==> src/rtl/descramble_seq.sv <==
// Frame-level sequencer: loads the face ROI into the face buffer, then walks the
// frame in raster order, copying plain pixels and unscrambling ROI pixels.
module descramble_seq #(
  parameter int IMG_LOG2 = 8,
  parameter int ROI_LOG2 = 6,
  parameter int ROI_ROW0 = 97,
  parameter int ROI_COL0 = 86,
  parameter int DS_LAT   = 12
) (
  input  logic                  clk,
  input  logic                  reset,
  input  logic                  start,
  input  logic [15:0]           key_in,
  output logic                  busy,
  output logic                  done,
  output logic                  src_rd_en,
  output logic [2*IMG_LOG2-1:0] src_addr,
  input  logic [7:0]            src_data,
  output logic                  face_we,
  output logic [2*ROI_LOG2-1:0] face_waddr,
  output logic [7:0]            face_wdata,
  output logic [2*ROI_LOG2-1:0] face_raddr,
  input  logic [7:0]            face_rdata,
  output logic [2*ROI_LOG2-1:0] ds_in_addr,
  output logic [15:0]           ds_key,
  output logic                  ds_rst_n,
  input  logic [2*ROI_LOG2-1:0] ds_out_addr,
  output logic                  dst_we,
  output logic [2*IMG_LOG2-1:0] dst_addr,
  output logic [7:0]            dst_data
);

  localparam int FW  = 2 * ROI_LOG2;
  localparam int FW1 = FW + 1;
  localparam int WW  = $clog2(DS_LAT + 1);

  localparam logic [IMG_LOG2-1:0] ROW0     = IMG_LOG2'(ROI_ROW0);
  localparam logic [IMG_LOG2-1:0] COL0     = IMG_LOG2'(ROI_COL0);
  localparam logic [IMG_LOG2-1:0] ROW_LAST = IMG_LOG2'(ROI_ROW0 + (1 << ROI_LOG2) - 1);
  localparam logic [IMG_LOG2-1:0] COL_LAST = IMG_LOG2'(ROI_COL0 + (1 << ROI_LOG2) - 1);
  localparam logic [FW:0]         FACE_LAST = FW1'((1 << FW) - 1);
  localparam logic [WW-1:0]       WAIT_INIT = WW'(DS_LAT);

  typedef enum logic [3:0] {
    IDLE, LD_RD, LD_WR, SC_DEC, CP_WR, DS_RST, DS_WAIT, FC_RD, FC_WR, FIN
  } state_e;

  state_e              state_q, state_d;
  logic [IMG_LOG2-1:0] row_q, row_d;
  logic [IMG_LOG2-1:0] col_q, col_d;
  logic [FW:0]         face_q, face_d;
  logic [WW-1:0]       wait_q, wait_d;
  logic [15:0]         key_q, key_d;
  logic [FW-1:0]       ds_in_q, ds_in_d;

  logic                  in_roi;
  logic                  last_pix;
  logic                  advance;
  logic [2*IMG_LOG2-1:0] pix;
  logic [2*IMG_LOG2-1:0] load_addr;

  assign in_roi   = (row_q >= ROW0) && (row_q <= ROW_LAST) &&
                    (col_q >= COL0) && (col_q <= COL_LAST);
  assign last_pix = (&row_q) && (&col_q);
  assign pix      = {row_q, col_q};
  // During LOAD the face index itself supplies the ROI-relative row and column.
  assign load_addr = {ROW0 + IMG_LOG2'(face_q[FW-1:ROI_LOG2]),
                      COL0 + IMG_LOG2'(face_q[ROI_LOG2-1:0])};

  assign ds_key     = key_q;
  assign ds_in_addr = ds_in_q;

  always_comb begin
    // NOTE: every signal written here gets a default first, so no latch can be inferred.
    state_d    = state_q;
    row_d      = row_q;
    col_d      = col_q;
    face_d     = face_q;
    wait_d     = wait_q;
    key_d      = key_q;
    ds_in_d    = ds_in_q;
    advance    = 1'b0;
    busy       = 1'b1;
    done       = 1'b0;
    src_rd_en  = 1'b0;
    src_addr   = '0;
    face_we    = 1'b0;
    face_waddr = '0;
    face_wdata = '0;
    face_raddr = '0;
    ds_rst_n   = 1'b1;
    dst_we     = 1'b0;
    dst_addr   = '0;
    dst_data   = '0;

    unique case (state_q)
      IDLE: begin
        busy = 1'b0;
        if (start) begin
          key_d   = key_in;
          row_d   = '0;
          col_d   = '0;
          face_d  = '0;
          state_d = LD_RD;
        end
      end
      LD_RD: begin
        src_rd_en = 1'b1;
        src_addr  = load_addr;
        state_d   = LD_WR;
      end
      LD_WR: begin
        face_we    = 1'b1;
        face_waddr = face_q[FW-1:0];
        face_wdata = src_data;
        if (face_q == FACE_LAST) begin
          face_d  = '0;
          row_d   = '0;
          col_d   = '0;
          state_d = SC_DEC;
        end else begin
          face_d  = face_q + 1'b1;
          state_d = LD_RD;
        end
      end
      SC_DEC: begin
        if (in_roi) begin
          ds_in_d = face_q[FW-1:0];
          state_d = DS_RST;
        end else begin
          src_rd_en = 1'b1;
          src_addr  = pix;
          state_d   = CP_WR;
        end
      end
      CP_WR: begin
        dst_we   = 1'b1;
        dst_addr = pix;
        dst_data = src_data;
        advance  = 1'b1;
      end
      DS_RST: begin
        ds_rst_n = 1'b0;
        wait_d   = WAIT_INIT;
        state_d  = DS_WAIT;
      end
      DS_WAIT: begin
        wait_d = wait_q - 1'b1;
        if (wait_q == WW'(1)) state_d = FC_RD;
      end
      FC_RD: begin
        face_raddr = ds_out_addr;
        state_d    = FC_WR;
      end
      FC_WR: begin
        dst_we   = 1'b1;
        dst_addr = pix;
        dst_data = face_rdata;
        face_d   = face_q + 1'b1;
        advance  = 1'b1;
      end
      FIN: begin
        busy    = 1'b0;
        done    = 1'b1;
        state_d = IDLE;
      end
      default: begin
        busy    = 1'b0;
        state_d = IDLE;
      end
    endcase

    if (advance) begin
      if (last_pix) begin
        state_d = FIN;
      end else begin
        state_d = SC_DEC;
        col_d   = col_q + 1'b1;
        if (&col_q) row_d = row_q + 1'b1;
      end
    end
  end

  // NOTE: reset is synchronous -- it only takes effect at a rising clock edge.
  always_ff @(posedge clk) begin
    if (!reset) begin
      state_q <= IDLE;
      row_q   <= '0;
      col_q   <= '0;
      face_q  <= '0;
      wait_q  <= '0;
      key_q   <= '0;
      ds_in_q <= '0;
    end else begin
      state_q <= state_d;
      row_q   <= row_d;
      col_q   <= col_d;
      face_q  <= face_d;
      wait_q  <= wait_d;
      key_q   <= key_d;
      ds_in_q <= ds_in_d;
    end
  end

endmodule
==> config.mk <==
export PLATFORM = sky130hd
export DESIGN_NAME = descramble_seq
export DESIGN_NICKNAME = d
export VERILOG_FILES = /design/src/rtl/descramble_seq.sv
export SDC_FILE = /design/constraint.sdc
export NUM_CORES = 1
export LEC_CHECK = 0
export ABC_AREA = 1
export CORE_ASPECT_RATIO = 0.75
export CORE_MARGIN = 2
export CORE_UTILIZATION = 35
export CTS_CLUSTER_SIZE = 10
export DETAILED_ROUTE_END_ITERATION = 12
export GPL_ROUTABILITY_DRIVEN = 1
export PLACE_DENSITY = 0.69
export RECOVER_POWER = 100
export SETUP_SLACK_MARGIN = 0.5
export SLEW_MARGIN = 20
export SYNTH_ARGS = -nofsm -noshare
export SYNTH_HDL_FRONTEND = slang
export SYNTH_SLANG_ARGS = --single-unit
export TNS_END_PERCENT = 50
==> constraint.sdc <==
create_clock -name clk -period 3.9 [get_ports clk]
set_clock_uncertainty 0.2 [all_clocks]
set_input_delay 1.17 -clock clk [delete_from_list [all_inputs] [get_ports clk]]
set_output_delay 1.17 -clock clk [all_outputs]
set_load 0.01 [all_outputs]
-- Word-level counts from Yosys, hierarchy flattened
Cells that the tools add are included.
Widths: inputs -> output; s select.
- word-level logic and storage cells: 83
- bits in registers: 65
- output and inout bits: 106
- $lt $le $gt $ge: 4
- equality and inequality tests: 15
- reduce and logical (&&, ||, !) cells: 15
- mux-type cells: 36
- add/subtract/negate cells: 6
- operators with widths (kind ; count):
    $mux 8 ; 10
    $pmux 8 s2 ; 3
    $pmux 13 s3 ; 1
    $mux 16 ; 2
    $pmux 16 s2 ; 1
    $pmux 4 s8 ; 1
    $mux 13 ; 2
    $mux 12 ; 2
    $add 7x6->8 const A ; 2
    $add 8x1->8 const B ; 2
    $eq 4x3->1 const B ; 4
    $ge 8x7->1 const B ; 2
    $le 8x8->1 const B ; 2
    $mux 4 ; 4
    $reduce_and 8->1 ; 2
    $add 13x1->13 const B ; 1
    $eq 13x12->1 const B ; 1
    $eq 4x1->1 const B ; 2
    $eq 4x2->1 const B ; 2
    $eq 4x4->1 const B ; 2
    $pmux 4 s2 ; 1
    $reduce_or 8->1 ; 1
    $mux 1 ; 7
    $ne 3x3->1 const B ; 2
    other kinds (12) ; 17

-- Longest topological paths before layout
- depth in word-level cells: 7
- mapped depth: 12

-- Worst setup path after synthesis
Ideal clock, no wire load.
- path kind: register -> output
- start: register col_q[1]
- end: output port src_addr[0]
- arrival: 1.547 ns
- slack: 0.983 ns
- cell stages (with the launch flop): 11
- buffers on the path: 1
- cell sequence: dfxtp_1 > inv_1 > ha_1 > o21ai_0 > nand2_1 > nand2_1 > nand2_1 > nand2_1 > o21ai_2 > buf_4 > o22ai_1
- word-level cells in the longest chain between the ends: 5
- elaborated cells between the ends (all ways): 6
- classes of those cells: order compare: 2; mux: 2; reduce/logical: 2
- RTL lines (what ; RTL line ; RTL):
    from (decl) ; 50 ; logic [IMG_LOG2-1:0] col_q, col_d;
    from (signal assigned) ; 197 ; col_q <= col_d;
    $ge 8x7->1 ; 63 ; (col_q >= COL0) && (col_q <= COL_LAST);
    $logic_and 1x1->1 ; 62 ; assign in_roi = (row_q >= ROW0) && (row_q <= ROW_LAST) &&
    $logic_and 1x1->1 * ; 63 ;
    $mux 16 * ; 127 ; if (in_roi) begin
    $pmux 16 s2 * ; 96 ; unique case (state_q)
    to (decl) ; 17 ; output logic [2*IMG_LOG2-1:0] src_addr,
Every way passes the cells marked *; elsewhere a longest branch is shown, timed or not.

-- Worst setup path after layout
- start: input port start
- end: register face_q[2]
- word-level cells in the longest chain between the ends: 2
- RTL lines (what ; RTL line ; RTL):
    from (decl) ; 12 ; input logic start,
    $ne 2x2->1 (no line) ; - ;
    $reduce_and 2->1 (no line) ; - ;
    to (signal assigned) ; 190 ; face_q <= '0;
    to (signal assigned) ; 198 ; face_q <= face_d;
    to (decl) ; 51 ; logic [FW:0] face_q, face_d;
Every way passes these cells.
A chain may end at the register's enable or synchronous reset.

==> results.json <==
{
  "cp.required_ns": 3.95,
  "leakagePower_nw": 2.61,
  "fin_crit_ns": 3.59,
  "whs_ns": 0.258,
  "final_nets": 868,
  "routed_wl_microns": 14000,
  "grt_overflow": 0,
  "ys_seq_area_frac": 0.310,
  "routedWlPerCell_microns": 14.3,
  "vias": 4897,
  "grt_max_degree": 27,
  "max_freq_mhz": 279,
  "status": "completed",
  "synth.top_cells.by_area": "dfxtp_1 31%, nand2_1 11%, nor2_1 10%",
  "ant_nets": 0,
  "clkTransAtPathRegs_ns": 0.06,
  "yosysTopAreaCell": "dfxtp_1",
  "min_from": "ds_key[6]",
  "ys_top_cells_by_count": "123 x nand2_1, 114 x nor2_1, 71 x inv_1",
  "grt_pass1_vias": 4622,
  "antenna_found_initial": 0,
  "slowest_stage": "dlygate4sd3_1",
  "htree_num_levels": 3,
  "synth_nets": 711,
  "hpwl_microns": 10300,
  "ys_seq_elements": 65,
  "worstSetupPathType": "primary input to register",
  "slowest_delay_ns": 0.67,
  "setup_viol": 0,
  "antennaDiodeCount": 0,
  "die_y_microns": 98.8,
  "clk_path_buf_depth": 2,
  "worstPathCellList": "dlygate4sd3_1, inv_1, nand2_1, nand2_1, clkinv_1, nand2_1, nand2_1, nor3b_1",
  "start_util": 0.360,
  "gp_congestion": 0.871,
  "dr.pass1.iters": 5,
  "crit_top_cell": "nand2_1",
  "yosys.cell_count.top_type": "nand2_1",
  "hold_path_class": "register to register",
  "syn_to_final_growth_pct": 45.4,
  "cp-end-kind": "register",
  "cp-startpoint": "start",
  "syn_avg_cell_area_sq_um": 6.45,
  "synthFlopType": "dfxtp_1",
  "synth_top_area_share": 0.310,
  "die_w_microns": 130,
  "port_buffers": 152,
  "design.die.area_sq_um": 12900,
  "synth_cell_types": 40,
  "grt_usage": 0.219,
  "netlist_area_sq_um": 4200,
  "ys_warn_count": 0,
  "fin_crit_sh": 0.921,
  "clk_latency_ns": 0.33,
  "slew_viol_final": 0,
  "cts_tree": "done",
  "setup-tns-final_ns": 0,
  "crit_fanout": 18,
  "synth_edf_count": 0,
  "arrival_ns": 3.64,
  "cts_buffers": 9,
  "rows": 34,
  "max-cap-violations": 0,
  "cts_sinks": 65,
  "root_buffer": "clkbuf_16",
  "cp-start-kind": "primary input",
  "vdd_ir_drop_max_mv": 0.228,
  "rsz0062_at_grt": "yes",
  "r2r_start": "state_q[1]",
  "relSlewSlack": 0.171,
  "power.density_nw_per_um2": 311,
  "drive_above_1_share": 0.121,
  "viasPerCell": 5.03,
  "netlist_instances": 651,
  "async_reset_ff_frac": 0,
  "drt_iter0_drc": 287,
  "coreArea_sq_um": 11700,
  "drc": 0,
  "worstMarginPinSlew_ns": 1.24,
  "finalHoldViolations": 0,
  "ioPinCount": 153,
  "grt_pass1_wl_microns": 22600
}
-- layout make-up --
class                           instances  area [sq um]
Clock buffer                           10           239
Multi-Input combinational cell        483          2550
Clock inverter                          5          56.3
Timing Repair Buffer                  166          1430
Fill cell                            1185          5550
Sequential cell                        65          1310
Inverter                               83           317
Tap cell                              162           203
-- cells in the final DEF, fill, tap and decap left out, types with 12 or more instances in the layout --
cell	synthesis	final
clkbuf_1	10	30
ha_1	13	12
nand2_1	123	121
clkdlybuf4s50_1	0	46
nand3_1	64	64
dfxtp_1	65	60
clkdlybuf4s25_1	0	18
nand2_2	13	13
a21oi_1	49	56
inv_1	71	67
nor2_1	114	113
dlygate4sd3_1	0	46
o21ai_0	34	29
-- logic make-up (layout without fill, tap and decap cells) --
| group | count (synthesis) | after routing | share of synthesized area |
|---|---|---|---|
| adder cells (fa/ha/maj) | 13 | 13 | 0.0387 |
| AND/OR/NAND/NOR | 348 | 348 | 0.382 |
| flip-flops | 65 | 65 | 0.310 |
| buffers and inverters | 104 | 264 | 0.0996 |
| XOR/XNOR | 11 | 11 | 0.0230 |
| AO/OA/AOI/OAI | 110 | 111 | 0.146 |
-- through the flow --
step / instance area (sq um) / utilization / instances / total power [W] / setup slack [ns]
4_1_cts: 6150 / 0.528 / 971 / 0.00192 / 0.223
3_5_place_dp: 5870 / 0.504 / 951 / 0.00111 / 0.116
5_1_grt: 6100 / 0.524 / 974 / 0.00198 / 0.200
3_3_place_gp: 5870 / 0.504 / 951 / 0.00111 / 0.159
2_1_floorplan: 4200 / - / 651 / 0.000933 / 0.983
6_report: 6100 / 0.524 / 974 / 0.00190 / 0.310
-- where the power goes --
| group | total (W) | internal, W | leakage, nW | switching [W] |
|---|---|---|---|---|
| clock network | 0.000808 | 0.000507 | 0.144 | 0.000301 |
| registers | 0.000710 | 0.000687 | 0.529 | 0.0000226 |
| logic | 0.000381 | 0.000155 | 1.94 | 0.000226 |
-- sequential cells by signal, indices dropped and copies added, names as in the netlist --
register,count
ds_in_addr,12
row_q,8
ds_key,16
state_q,4
col_q,8
face_q,13
wait_q,4
-- routing by layer --
metal	vias to the layer above	GRT usage	wire length [microns]
met5	-	0	0
met4	0	0.0565	227
met3	21	0.0478	942
met2	180	0.359	6490
met1	2289	0.293	6290
li1	2407	-	-
-- path summary, 6_finish.rpt --
path | end | slack (ns) | cells after the start
setup / recovery | face_q[2] | 0.31 | 8
hold / removal | ds_key[6] | 0.26 | 2
setup reg to reg | face_q[2] | 0.89 | 9
hold reg to reg | ds_key[6] | 0.26 | 2
-- repair_timing --
| action | in CTS | in global routing |
|---|---|---|
| pin swaps | 3 | 7 |
| hold buffers | 0 | 0 |
| resized for setup | 140 | 50 |
| buffers inserted | 4 | 3 |
| gates cloned | 1 | 0 |
| setup endpoints to repair | 69 | 69 |
-- critical path: cells and delay by family --
family	cells	cell delay, ns
simple gates	5	1.59
buf+inv	3	0.89
Note: power is estimated with default switching activity, not from simulation.
==> edit 1: new RTL, same settings <==
Put a register stage on the output `dst_addr`, with the module's reset. The value now appears one clock later. The other outputs are not delayed to match.
--- a/src/rtl/descramble_seq.sv
+++ b/src/rtl/descramble_seq.sv
@@ -45,6 +45,8 @@
     IDLE, LD_RD, LD_WR, SC_DEC, CP_WR, DS_RST, DS_WAIT, FC_RD, FC_WR, FIN
   } state_e;
 
+  logic [2*IMG_LOG2-1:0] dst_addr_d;
+
   state_e              state_q, state_d;
   logic [IMG_LOG2-1:0] row_q, row_d;
   logic [IMG_LOG2-1:0] col_q, col_d;
@@ -90,7 +92,7 @@
     face_raddr = '0;
     ds_rst_n   = 1'b1;
     dst_we     = 1'b0;
-    dst_addr   = '0;
+    dst_addr_d = '0;
     dst_data   = '0;
 
     unique case (state_q)
@@ -135,7 +137,7 @@
       end
       CP_WR: begin
         dst_we   = 1'b1;
-        dst_addr = pix;
+        dst_addr_d = pix;
         dst_data = src_data;
         advance  = 1'b1;
       end
@@ -154,7 +156,7 @@
       end
       FC_WR: begin
         dst_we   = 1'b1;
-        dst_addr = pix;
+        dst_addr_d = pix;
         dst_data = face_rdata;
         face_d   = face_q + 1'b1;
         advance  = 1'b1;
@@ -202,4 +204,12 @@
     end
   end
 
+  always_ff @(posedge clk) begin
+    if (!reset) begin
+      dst_addr <= '0;
+    end else begin
+      dst_addr <= dst_addr_d;
+    end
+  end
+
 endmodule
Check against the original RTL: no difference found for any inputs over 10 cycles, from zero or initial values and one cycle with reset low; that may be too few to reach the edited logic, so the function may still have changed.
==> edit 1 against the original RTL <==
  * Area after synthesis is 6.1% higher
  * Register-to-register slack better by 0.21 ns
  * Sequential share of layout area up 3.2 points
  * Fmax is essentially flat
  * Routed wire length decreased by 1.5%
  * Sequential cell count increased by 16
  * Final area increased by 8.5%
  * Via count up 0.27%
  * Global-route usage fell by 2.2 points
  * Total power grew 8.9%
  * Setup slack better by 0.0015 ns
  * Sequential power rose by 22%
==> edit 1: results (changes against the original RTL) <==
[grt]
grt_use_met1_pct = 26.5  ; -2.7 points
grt_max_degree = 33  ; +22%
grt_pass1_wl_um = 21400  ; -5.6%
grtUsageTotal_pct = 19.7  ; -2.2 points
grt_util_met2_pct = 31.3  ; -4.6 points
antenna_found_initial = 0  ; unchanged
grt_pass1_vias = 4336  ; -6.2%
gr-usage-met3_pct = 5.66  ; +0.88 points

[pwr]
leakage_nw = 2.91  ; +11%
ir_worst_vdd_v = 0.000231  ; +1.5%

[timing]
fin_crit_ns = 3.59  ; -0.00152 ns
tightest_slew_ns = 0.879  ; -0.364 ns

[place]
place_area_um2 = 6090  ; +3.7%
place.gp.congestion = 0.896  ; +2.9%
post-place-ws_ns = 0.0314  ; -0.0841 ns
hpwl_um = 9870  ; -4.6%
io_buffers = 152  ; unchanged

[cts]
clockRootBuffer = clkbuf_16
clock_latency_ns = 0.34
clk_path_buf_depth = 2  ; unchanged
htree_levels = 3  ; unchanged
path_clk_slew_ns = 0.06  ; about the same
numCtsBuffers = 9  ; unchanged

[synth]
yosys-top-cells-area = dfxtp_1, nor2_1, nand2_1
synth_edf_count = 0  ; unchanged
synth_common_cells = nor2_1, nand2_1, inv_1, dfxtp_1, o21ai_0
synth_warnings = 0  ; unchanged
seq_area_frac_synth_pct = 36.4  ; +5.4 points
synth_fp_nets = 734  ; +3.2%
synth_cell_type_count = 35  ; -13%
ys_async_sr_fraction_pct = 0  ; unchanged

[routing]
vias = 4910  ; +0.27%
wirelength_um = 13800  ; -1.5%
drc = 0  ; unchanged
dr.pass1.iters = 5  ; unchanged
drtIter0Drc = 415  ; +45%

[final_layout]
finalNetCount = 908  ; +4.6%
drive_gt1_share_pct = 14.5  ; +2.5 points
antennaDiodeCount = 0  ; unchanged

[worst_setup_path]
r2r_setup_slack_ns = 1.10  ; +0.21 ns
cp-startpoint = row_q[0]
crit_path_max_fanout = 5  ; -13
arrival_ns = 2.22  ; -1.42 ns

[outcome]
outcome = finished clean

[hold_path]
hp-start = ds_in_addr[6]
hp-class = flip-flop to flip-flop

## edit 1: cell count changes after synthesis, sizes merged, moves of 16 or more
cell / change
a21oi: -33
dfxtp: +16
nand2: -21
nand3: -17
nor2: +43
o21ai: +18
## edit 1: stage by stage
stage / utilization (%) / cells / hold slack, ns
3_3_place_gp: 49.3 / 975 / 0.266
6_report: 53.6 / 1019 / 0.278
4_1_cts: 52.9 / 1002 / 0.287
5_1_grt: 53.6 / 1019 / 0.304
2_1_floorplan: - / 674 / 0.247
3_5_place_dp: 49.3 / 975 / 0.272
## edit 1: power by group
part	total [mW]	internal (mW)	switching [mW]
Clock	0.891	0.535	0.356
Sequential	0.865	0.850	0.0145
Combinational	0.312	0.136	0.175
Total	2.07	1.52	0.545
## edit 1: critical path: stages (launching register included)
cell and delay (ns):
dfxtp_1 0.44, inv_4 0.07, ha_4 0.17, inv_4 0.04, nor2_1 0.04, nand2_1 0.07, nand2_1 0.06, nand2_1 0.07
nand2_1 0.12, nand3_4 0.22, nand2_8 0.09, o22ai_2 0.13, clkdlybuf4s25_1 0.35
## edit 1: cell type report
class                           instances  area [um2]
Fill cell                            1204        5730
Clock inverter                          5        61.3
Inverter                               95         367
Tap cell                              166         208
Sequential cell                        81        1640
Timing Repair Buffer                  183        1600
Multi-Input combinational cell        476        2480
Clock buffer                           11         253
Timing Repair inverter                  2        15.0
## edit 1: final timing paths
check	end	depth (start not counted)
setup / recovery	src_addr[0]	12
hold / removal	ds_in_addr[6]	2
setup reg to reg	ds_in_addr[0]	15
hold reg to reg	ds_in_addr[6]	2
## edit 1: cell families (layout without fill, tap and decap cells)
family	after synthesis	in the layout	synth area share, %
AO/OA/AOI/OAI	97	97	11.5
adder cells (fa/ha/maj)	13	13	3.65
buffers and inverters	119	296	11.3
XOR/XNOR	8	8	1.57
flip-flops	81	81	36.4
AND/OR/NAND/NOR	356	358	35.5
## edit 1: repair_timing
item / CTS / global route
hold endpoints to repair: 0 / 0
pin swaps: 9 / 15
cloned: 2 / 2
endpoints found under the setup margin: 58 / 52
setup buffers: 9 / 15
resized for setup: 162 / 48
## edit 1: layer usage
layer	vias up	share of wire [%]
li1	2488	-
met1	2199	47
met2	210	44
met3	13	8.7
met4	0	0.83
met5	-	0
==> edit 2: new RTL, config.mk and constraints unchanged <==
Without the edit above. Change the parameter `ROI_LOG2` from 6 to 4.
--- a/src/rtl/descramble_seq.sv
+++ b/src/rtl/descramble_seq.sv
@@ -2,7 +2,7 @@
 // frame in raster order, copying plain pixels and unscrambling ROI pixels.
 module descramble_seq #(
   parameter int IMG_LOG2 = 8,
-  parameter int ROI_LOG2 = 6,
+  parameter int ROI_LOG2 = 4,
   parameter int ROI_ROW0 = 97,
   parameter int ROI_COL0 = 86,
   parameter int DS_LAT   = 12
Interface: changed (resized ds_in_addr, ds_out_addr, face_raddr and face_waddr); port bits go from 153 to 137. No check against the original RTL was run, so the function may have changed too.
==> edit 2 against the original RTL <==
  * Final area shrank 9.7%
  * Routed wire length shrank 13%
  * Area after synthesis shrank 12%
  * Count of clock-buffer cells in the layout grew 3
  * Critical path type is now flip-flop to output port
  * Largest power group unchanged
  * Setup slack lost 0.046 ns
  * Total power shrank 14%
  * Via count shrank 13%
  * Critical path depth grew 4
  * Register-to-register slack gained 0.67 ns
  * Sequential cell count shrank 8
==> edit 2: results (changes against the original RTL) <==
[place]
dp.cells = 840  ; -12%
hpwl_um = 8890  ; -14%
place.gp.congestion = 0.941  ; +8.0%
post-place-ws_ns = 0.0180  ; -0.0975 ns
place_area_um2 = 5170  ; -12%

[pwr]
sequentialPowerShare_pct = 37.9  ; +0.5 points
p_int_mw = 1.18  ; -13%
leakage_nw = 2.47  ; -5.5%
ir_worst_vdd_v = 0.000229  ; +0.54%

[grt]
grt_pass1_wl_um = 18700  ; -18%
grt_max_degree = 19  ; -30%
grtUsageTotal_pct = 20.5  ; -1.4 points
grt_pass1_vias = 3974  ; -14%

[worst_setup_path]
reg2reg_depth = 8  ; -1
reg2reg_from = state_q[3]
worst_r2r_endpoint = face_q[1]
slowest_stage = dfxtp_4
arrival_ns = 2.27  ; -1.37 ns
max_stage_delay_ns = 0.37  ; -0.30 ns
crit_path_max_fanout = 4  ; -14
cp_top_family = buffers and inverters
r2r_setup_slack_ns = 1.56  ; +0.67 ns

[routing]
wirelength_um = 12100  ; -13%
drtIter0Drc = 271  ; -5.6%
viasPerCell = 4.91  ; -2.4%
routed-wl-met3_um = 1350  ; +43%
wl_met2_um = 5570  ; -14%

[final_layout]
fill_cells = 1067  ; -10%
finalNetCount = 789  ; -9.1%
layoutNonFillerInstCount = 871  ; -11%
drive_gt1_share_pct = 13.1  ; +0.99 points
largest_reg_flops = 16  ; unchanged
finalInstanceArea_um2 = 5510  ; -9.7%

[synth]
synth_area_per_cell_um2 = 6.39  ; -0.91%
synth_fp_nets = 639  ; -10%
yosys.area_share.xor_xnor_pct = 0.709  ; -1.6 points
synth_cell_type_count = 35  ; -13%
yosys-top-cells-area = dfxtp_1, nand2_1, nor2_1
synth.area.mux_share_pct = 0  ; unchanged
seq_area_frac_synth_pct = 30.8  ; -0.21 points
synthAdderAreaFrac_pct = 5.40  ; +1.5 points
synth_compound_gate_area_share_pct = 12.5  ; -2.1 points

[hold_path]
hp-start = ds_key[8]
hold_end = ds_key[8]

[timing]
fin_hold_ws_ns = 0.258  ; +0.000114 ns
tightest_slew_ns = 0.861  ; -0.382 ns

[outcome]
outcome = finished clean

-- edit 2: changes by cell type after synthesis, sizes merged, moves of 3 or more --
cell / delta
a21oi: -18
clkbuf: -4
dfxtp: -8
ha: +3
nand2: -6
nand3: -11
nand4: -3
nor2: -9
nor3: +3
o22ai: -7
xor2: -8
-- edit 2: final cells by class --
class                      count  area share [%]
multi-input combinational    425            40.3
timing repair buffer         153            24.7
sequential                    57            21.0
inverter                      84            5.88
clock buffer                  13            4.72
tap                          136            3.09
clock inverter                 3           0.272
-- edit 2: cell families (layout without fill, tap and decap cells) --
family                     Yosys count  after routing
buffers and inverters               99            253
adders and majority gates           16             16
DFF                                 57             57
and+or+nand+nor                    320            321
xor gates and xnor gates             3              3
AOI/OAI and AO/OA                   85             85
-- edit 2: metal layers --
metal	global-route usage (%)	vias to the layer above
met4	4.69	0
met5	0	-
met3	7.38	15
met2	35.6	193
met1	23.9	1933
li1	-	2134
-- edit 2: worst max path at each step --
stage,slack [ns],cells past startpoint,from,endpoint
5_1_grt,0.15,4,state_q[3],face_waddr[4]
2_1_floorplan,1.04,2,src_data[0],dst_data[0]
3_5_place_dp,0.02,4,src_data[3],dst_data[3]
4_1_cts,0.23,4,ds_out_addr[3],face_raddr[3]
6_report,0.26,12,row_q[1],src_addr[4]
3_3_place_gp,0.04,4,src_data[3],dst_data[3]
-- edit 2: repair_timing --
| item | 4_1_cts | 5_1_grt |
|---|---|---|
| pin swaps | 7 | 9 |
| setup endpoints to repair | 57 | 47 |
| gates resized for setup | 117 | 24 |
| gates cloned | 1 | 0 |
| setup buffers | 6 | 8 |
| hold endpoints to repair | 0 | 0 |
